## src/rtl/if_fetch_ctrl.sv

```systemverilog
// Instruction-fetch sequencer: owns the PC, issues single outstanding word reads,
// and feeds the IF/ID register through a valid/stall slot backed by a one-entry skid.
module if_fetch_ctrl #(
  parameter int unsigned ADDR_W     = 32,
  parameter int unsigned IMEM_BYTES = 28,
  parameter int unsigned RESET_PC   = 0
) (
  input  logic              clk,
  input  logic              rst,
  output logic              mem_req,
  output logic [ADDR_W-1:0] mem_addr,
  input  logic              mem_rdy,
  input  logic [31:0]       mem_rdata,
  input  logic              branch_taken,
  input  logic [ADDR_W-1:0] branch_addr,
  input  logic              pipe_stall,
  output logic              instr_valid,
  output logic [31:0]       instr,
  output logic [ADDR_W-1:0] instr_pc,
  output logic              addr_err
);

  localparam logic [ADDR_W-1:0] MEM_END   = ADDR_W'(IMEM_BYTES);
  localparam logic [ADDR_W-1:0] PC_INIT   = ADDR_W'(RESET_PC);
  localparam logic [ADDR_W-1:0] WORD_MASK = ~ADDR_W'(3);
  localparam logic [ADDR_W-1:0] WORD_STEP = ADDR_W'(4);

  typedef enum logic [1:0] {S_IDLE, S_FETCH, S_HOLD, S_DRAIN} state_t;

  state_t            state_reg, state_next;
  logic [ADDR_W-1:0] pc_reg, pc_next;
  logic [ADDR_W-1:0] drain_addr_reg, drain_addr_next;
  logic              out_valid_reg, out_valid_next;
  logic [31:0]       out_instr_reg, out_instr_next;
  logic [ADDR_W-1:0] out_pc_reg, out_pc_next;
  logic [31:0]       skid_instr_reg, skid_instr_next;
  logic [ADDR_W-1:0] skid_pc_reg, skid_pc_next;
  logic              addr_err_reg, addr_err_next;

  logic              consume;
  logic [ADDR_W-1:0] pc_seq;
  logic [ADDR_W-1:0] branch_aligned;
  logic              branch_bad;
  logic [ADDR_W-1:0] branch_pc;

  assign consume        = out_valid_reg & ~pipe_stall;
  assign pc_seq         = (pc_reg + WORD_STEP == MEM_END) ? '0 : pc_reg + WORD_STEP;
  assign branch_aligned = branch_addr & WORD_MASK;
  assign branch_bad     = (branch_aligned >= MEM_END);
  assign branch_pc      = branch_bad ? '0 : branch_aligned;

  // DRAIN keeps presenting the address of the abandoned request while pc already holds the target
  assign mem_req     = (state_reg == S_FETCH) || (state_reg == S_DRAIN);
  assign mem_addr    = (state_reg == S_DRAIN) ? drain_addr_reg : pc_reg;
  assign instr_valid = out_valid_reg;
  assign instr       = out_instr_reg;
  assign instr_pc    = out_pc_reg;
  assign addr_err    = addr_err_reg;

  always_comb begin
    state_next      = state_reg;
    pc_next         = pc_reg;
    drain_addr_next = drain_addr_reg;
    out_valid_next  = out_valid_reg;
    out_instr_next  = out_instr_reg;
    out_pc_next     = out_pc_reg;
    skid_instr_next = skid_instr_reg;
    skid_pc_next    = skid_pc_reg;
    addr_err_next   = addr_err_reg;

    if (branch_taken) begin
      pc_next        = branch_pc;
      out_valid_next = 1'b0;
      addr_err_next  = addr_err_reg | branch_bad;
      case (state_reg)
        S_FETCH: begin
          if (!mem_rdy) begin
            state_next      = S_DRAIN;
            drain_addr_next = pc_reg;
          end
        end
        S_DRAIN: state_next = S_DRAIN;
        default: state_next = S_FETCH;
      endcase
    end else begin
      case (state_reg)
        S_IDLE: state_next = S_FETCH;
        S_FETCH: begin
          if (consume) begin
            out_valid_next = 1'b0;
          end
          if (mem_rdy) begin
            pc_next = pc_seq;
            if (!out_valid_reg || consume) begin
              out_valid_next = 1'b1;
              out_instr_next = mem_rdata;
              out_pc_next    = pc_reg;
            end else begin
              skid_instr_next = mem_rdata;
              skid_pc_next    = pc_reg;
              state_next      = S_HOLD;
            end
          end
        end
        S_HOLD: begin
          if (consume) begin
            out_instr_next = skid_instr_reg;
            out_pc_next    = skid_pc_reg;
            state_next     = S_FETCH;
          end
        end
        S_DRAIN: begin
          if (mem_rdy) begin
            state_next = S_FETCH;
          end
        end
        default: state_next = S_IDLE;
      endcase
    end
  end

  always_ff @(posedge clk) begin
    if (!rst) begin
      state_reg      <= S_IDLE;
      pc_reg         <= PC_INIT;
      drain_addr_reg <= '0;
      out_valid_reg  <= 1'b0;
      out_instr_reg  <= '0;
      out_pc_reg     <= '0;
      skid_instr_reg <= '0;
      skid_pc_reg    <= '0;
      addr_err_reg   <= 1'b0;
    end else begin
      state_reg      <= state_next;
      pc_reg         <= pc_next;
      drain_addr_reg <= drain_addr_next;
      out_valid_reg  <= out_valid_next;
      out_instr_reg  <= out_instr_next;
      out_pc_reg     <= out_pc_next;
      skid_instr_reg <= skid_instr_next;
      skid_pc_reg    <= skid_pc_next;
      addr_err_reg   <= addr_err_next;
    end
  end

endmodule

```

## config.mk

```make
export PLATFORM = sky130hd
export DESIGN_NAME = if_fetch_ctrl
export DESIGN_NICKNAME = d
export VERILOG_FILES = /design/src/rtl/if_fetch_ctrl.sv
export SDC_FILE = /design/constraint.sdc
export NUM_CORES = 1
export LEC_CHECK = 0
export CORE_ASPECT_RATIO = 0.8
export CORE_MARGIN = 3
export CORE_UTILIZATION = 25
export DETAILED_ROUTE_END_ITERATION = 6
export SKIP_LAST_GASP = 1
export SLEW_MARGIN = 25
export SYNTH_ARGS = -nofsm -noshare
export SYNTH_HDL_FRONTEND = slang
export SYNTH_SLANG_ARGS = --single-unit
```

## constraint.sdc

```tcl
create_clock -name clk -period 2.5 [get_ports clk]
set_input_delay 0.25 -clock clk [delete_from_list [all_inputs] [get_ports clk]]
set_output_delay 0.25 -clock clk [all_outputs]
set_load 0.02 [all_outputs]
```

=== After elaboration in Yosys (flattened, before gate mapping) ===
Cells that the tools add are included.
W data, S select, Z words.

* Add/sub/neg operators: 1
* Magnitude comparators: 1
* Equality and inequality tests: 12
* Multiplexer cells: 25
* Bitwise gates (word level): 7
* Reductions and logical operators: 13

{| class="wikitable"
|+ Operator list
! operator !! count
|-
| $mux W32 || 12
|-
| $pmux W32 S2 || 2
|-
| $add A32 B3 Y32 const B || 1
|-
| $eq A32 B5 Y1 const B || 1
|-
| $ge A32 B5 Y1 const B || 1
|-
| $ne A3 B3 Y1 const B || 5
|-
| $mux W2 || 6
|-
| $reduce_and A5 Y1 || 2
|-
| $pmux W2 S4 || 1
|-
| $reduce_bool A2 Y1 || 3
|-
| $not A1 Y1 || 5
|-
| $eq A2 B2 Y1 const B || 2
|-
| $ne A2 B2 Y1 const B || 2
|-
| $pmux W2 S2 || 1
|-
| $reduce_and A4 Y1 || 1
|-
| $mux W1 || 3
|-
| $reduce_and A3 Y1 || 1
|-
| $eq A2 B1 Y1 const B || 1
|-
| $logic_not A2 Y1 || 1
|-
| $logic_or A1 B1 Y1 || 2
|-
| $ne A2 B1 Y1 const B || 1
|-
| $reduce_and A2 Y1 || 1
|-
| $reduce_or A2 Y1 || 1
|-
| $and A1 B1 Y1 || 1
|-
| other kinds (2) || 2
|}

* Register bits: 196
* Output and inout bits: 99

=== Depth between registers and ports, before layout ===
* Depth in word-level cells: 7
* Mapped depth: 10

=== Least setup slack after synthesis ===
No wires, ideal clock.

* Path kind: register to register
* Start point: reg pc_reg[3]
* End point: reg pc_reg[4]
* Library setup time: 0.136 ns
* Arrival: 2.229 ns
* Setup slack: 0.135 ns
* Cell stages (with the launch flop): 10
* Path buffers: 1
* Clock period less this slack: 2.365 ns
* Cells stage by stage: dfxtp_1 ha_1 nand2_2 or3_1 buf_2 nor4_1 xor2_1 a2111o_1 nor4_2 o32ai_1

* Cells in the longest elaborated chain, start to end: 6

{| class="wikitable"
|+ RTL lines
! item !! line !! RTL
|-
| from (decl) || 31 || <nowiki>logic [ADDR_W-1:0] pc_reg, pc_next;</nowiki>
|-
| from (signal assigned) || 135 || <nowiki>pc_reg <= pc_next;</nowiki>
|-
| $add A32 B3 Y32 (*) || 47 || <nowiki>assign pc_seq = (pc_reg + WORD_STEP == MEM_END) ? '0 : pc_reg + WORD_STEP;</nowiki>
|-
| $eq A32 B5 Y1 || 47 ||
|-
| $mux W32 (*) || 47 ||
|-
| $mux W32 (*) || 92 || <nowiki>if (mem_rdy) begin</nowiki>
|-
| $mux W32 (*) || 86 || <nowiki>case (state_reg)</nowiki>
|-
| $mux W32 (*) || 71 || <nowiki>if (branch_taken) begin</nowiki>
|}

Every way passes the cells marked *; elsewhere a longest branch is shown, timed or not. The select of a mux whose other input is x is not followed.
A chain may end at the register's enable or synchronous reset.

=== Worst setup path after layout ===
* Start point: reg pc_reg[2]
* End point: reg pc_reg[4]

The elaborated chain is that of the path after synthesis.

==> results.py <==
metrics = {
    "floorplanning": {
        "die_area_um2": 36100,
        "core-area_um2": 32900,
        "start_util": 0.257,
        "die_w_um": 212,
        "top_level_ports": 168,
        "fp.dieH_um": 171,
        "row_count": 59,
    },
    "grt": {
        "overflow": 0,
        "grt_usage": 0.144,
        "antenna_found_initial": 0,
        "grt_max_degree": 77,
        "grt_pass1_wl_mm": 41.7,
        "grt_pass1_vias": 7673,
    },
    "pwr": {
        "ir_worst_vdd_v": 0.000430,
        "powerDensity_nw_per_um2": 584,
        "p_total_mw": 6.68,
        "p_leak_nw": 3.82,
    },
    "synthesis": {
        "synth_top_family_by_area": "simple AND/OR/NAND/NOR gates",
        "synth_fa_ha_area_frac": 0.00414,
        "synth_mux_area_frac": 0.0423,
        "synth-async-reset-ratio": 0,
        "synth-edff-count": 0,
        "synth_compound_area_frac": 0.158,
        "ys_types": 59,
        "avgSynthCellArea_um2": 7.76,
        "synth-main-ff-cell": "dfxtp_1",
        "synth_cells": 1091,
        "ys_ff_latch": 188,
        "synth_xor_area_frac": 0.0321,
        "ys_warn_count": 0,
        "syn_area_um2": 8470,
        "yosys.area_share.simple": 0.257,
        "ys_seq_area_frac": 0.444,
    },
    "hold_path": {
        "hold_path_class": "input pin to register",
    },
    "run_status": {
        "status": "finished clean",
    },
    "sta": {
        "setup_slack_ns": 0.0532,
        "slew-limit-headroom": 0.457,
        "setup_viol": 0,
        "drv_slew": 0,
        "period_share": 0.979,
        "hold_violations": 0,
        "worst_pin_slew_ns": 0.814,
        "period_needed_ns": 2.45,
        "fin_setup_tns_ns": 0,
        "fmax_mhz": 409,
        "skew_ns": 0.0119,
    },
    "drt": {
        "dr.pass1.iters": 5,
        "routed-via-count": 8100,
        "vias_per_cell": 4.85,
        "wl_mm": 26.1,
        "ant_nets": 0,
        "post_drt_wl_per_cell_um": 15.6,
        "drc_errors": 0,
        "drt_iter0_drc": 560,
    },
    "cells_and_area": {
        "final_cell_count_no_fill": 1669,
        "layout_commonest_cell": "nand2_1",
        "antennaDiodeCount": 0,
        "drive_above_1_share": 0.123,
        "area_growth_pct": 35.1,
        "nets": 1300,
        "final_cell_mix": "nand2_1 (328), dfxtp_1 (184), clkdlybuf4s50_1 (161)",
    },
    "clock_network": {
        "cts_tree": "done",
        "clock_sinks": 188,
        "cts-root-buf": "clkbuf_16",
        "insertion_delay_ns": 0.44,
        "cts_buffer_depth": 2,
        "h-tree-depth": 4,
        "cts-hold-fix-buffers": 0,
        "numCtsBuffers": 17,
        "clkTransAtPathRegs_ns": 0.08,
    },
    "placement": {
        "hpwl_mm": 17.4,
        "placed_cells": 1636,
        "gp_congestion": 0.877,
        "port_buffers": 161,
        "dp_slack_ns": -0.0152,
    },
    "worst_setup_path": {
        "slowest_delay_ns": 0.43,
        "crit_type": "register to register",
        "worst-path-max-fanout": 6,
        "path_cells": "ha_4 > nand2_2 > or3_4 > nor3_4 > mux2i_1 > a2111o_1 > nor4_2 > buf_4 > o32ai_1",
        "cp-end-kind": "register",
        "cpMaxStageDelayCell": "or3_4",
        "cp-start-kind": "register",
        "worstPathArrival_ns": 2.76,
        "cp_data_required_time_ns": 2.82,
    },
    "flow_run": {
        "cap_viol_max_count": 0,
    },
}
-- where the power goes --
group / switching, mW / internal, mW / leakage (nW)
Clock: 1.29 / 1.70 / 0.304
Sequential: 0.0388 / 3.05 / 1.52
Combinational: 0.324 / 0.282 / 2.00
-- critical path: cells and delay by family, from the launching register on --
kind / cells / cell delay, ns
buffers and inverters: 1 / 0.17
adders and majority gates: 1 / 0.16
muxes: 1 / 0.10
DFF: 1 / 0.36
AOI/OAI and AO/OA: 2 / 0.47
and+or+nand+nor: 4 / 1.06
-- kinds of logic after synthesis --
logic type | count (synthesis)
AND/OR/NAND/NOR | 515
AO/OA/AOI/OAI | 204
flip-flops | 188
buffers and inverters | 117
multiplexers | 32
XOR/XNOR | 31
adder cells (fa/ha/maj) | 3
other | 1
-- final timing paths --
| kind | start | to | slack, ns | depth (start not counted) |
|---|---|---|---|---|
| setup / recovery | pc_reg[2] | pc_reg[4] | 0.05 | 9 |
| hold / removal | mem_rdata[31] | skid_instr_reg[31] | 0.39 | 3 |
| setup reg to reg | pc_reg[2] | pc_reg[4] | 0.05 | 9 |
| hold reg to reg | drain_addr_reg[16] | drain_addr_reg[16] | 0.45 | 2 |
-- synthesized netlist by cell type (13+ instances only) --
library cell | number | area, um^2
a21oi_1 | 100 | 500
o21ai_0 | 14 | 70.1
nor3_1 | 18 | 90.1
or3_1 | 13 | 81.3
nand2_1 | 329 | 1230
xor2_1 | 21 | 184
nor2_1 | 96 | 360
mux2_2 | 30 | 338
dfxtp_1 | 188 | 3760
clkbuf_1 | 80 | 300
a311oi_1 | 61 | 534
nand3_1 | 14 | 70.1
-- per-stage QoR --
stage	util	hold WS, ns	instance area [um^2]
2_1_floorplan	-	0.386	8480
3_3_place_gp	0.326	0.438	10700
3_5_place_dp	0.326	0.444	10700
4_1_cts	0.346	0.363	11400
5_1_grt	0.348	0.384	11400
6_report	0.348	0.391	11400
-- routing by layer --
metal	global-route usage	routed length, um
met5	0	0
met4	0.0381	457
met3	0.0295	1400
met2	0.225	11600
met1	0.204	12700
-- final cells by class --
cell class | instances | area (um^2)
Clock buffer | 17 | 425
Tap cell | 427 | 534
Inverter | 8 | 32.5
Clock inverter | 15 | 210
Multi-Input combinational cell | 789 | 4280
Timing Repair Buffer | 225 | 2200
Fill cell | 3411 | 21500
Sequential cell | 188 | 3770
-- timing repair --
item,CTS,global route
setup endpoints to repair,3,53
buffers inserted,0,1
gates resized for setup,3,11
pin swaps,0,1
Note: power is estimated with default switching activity, not from simulation.
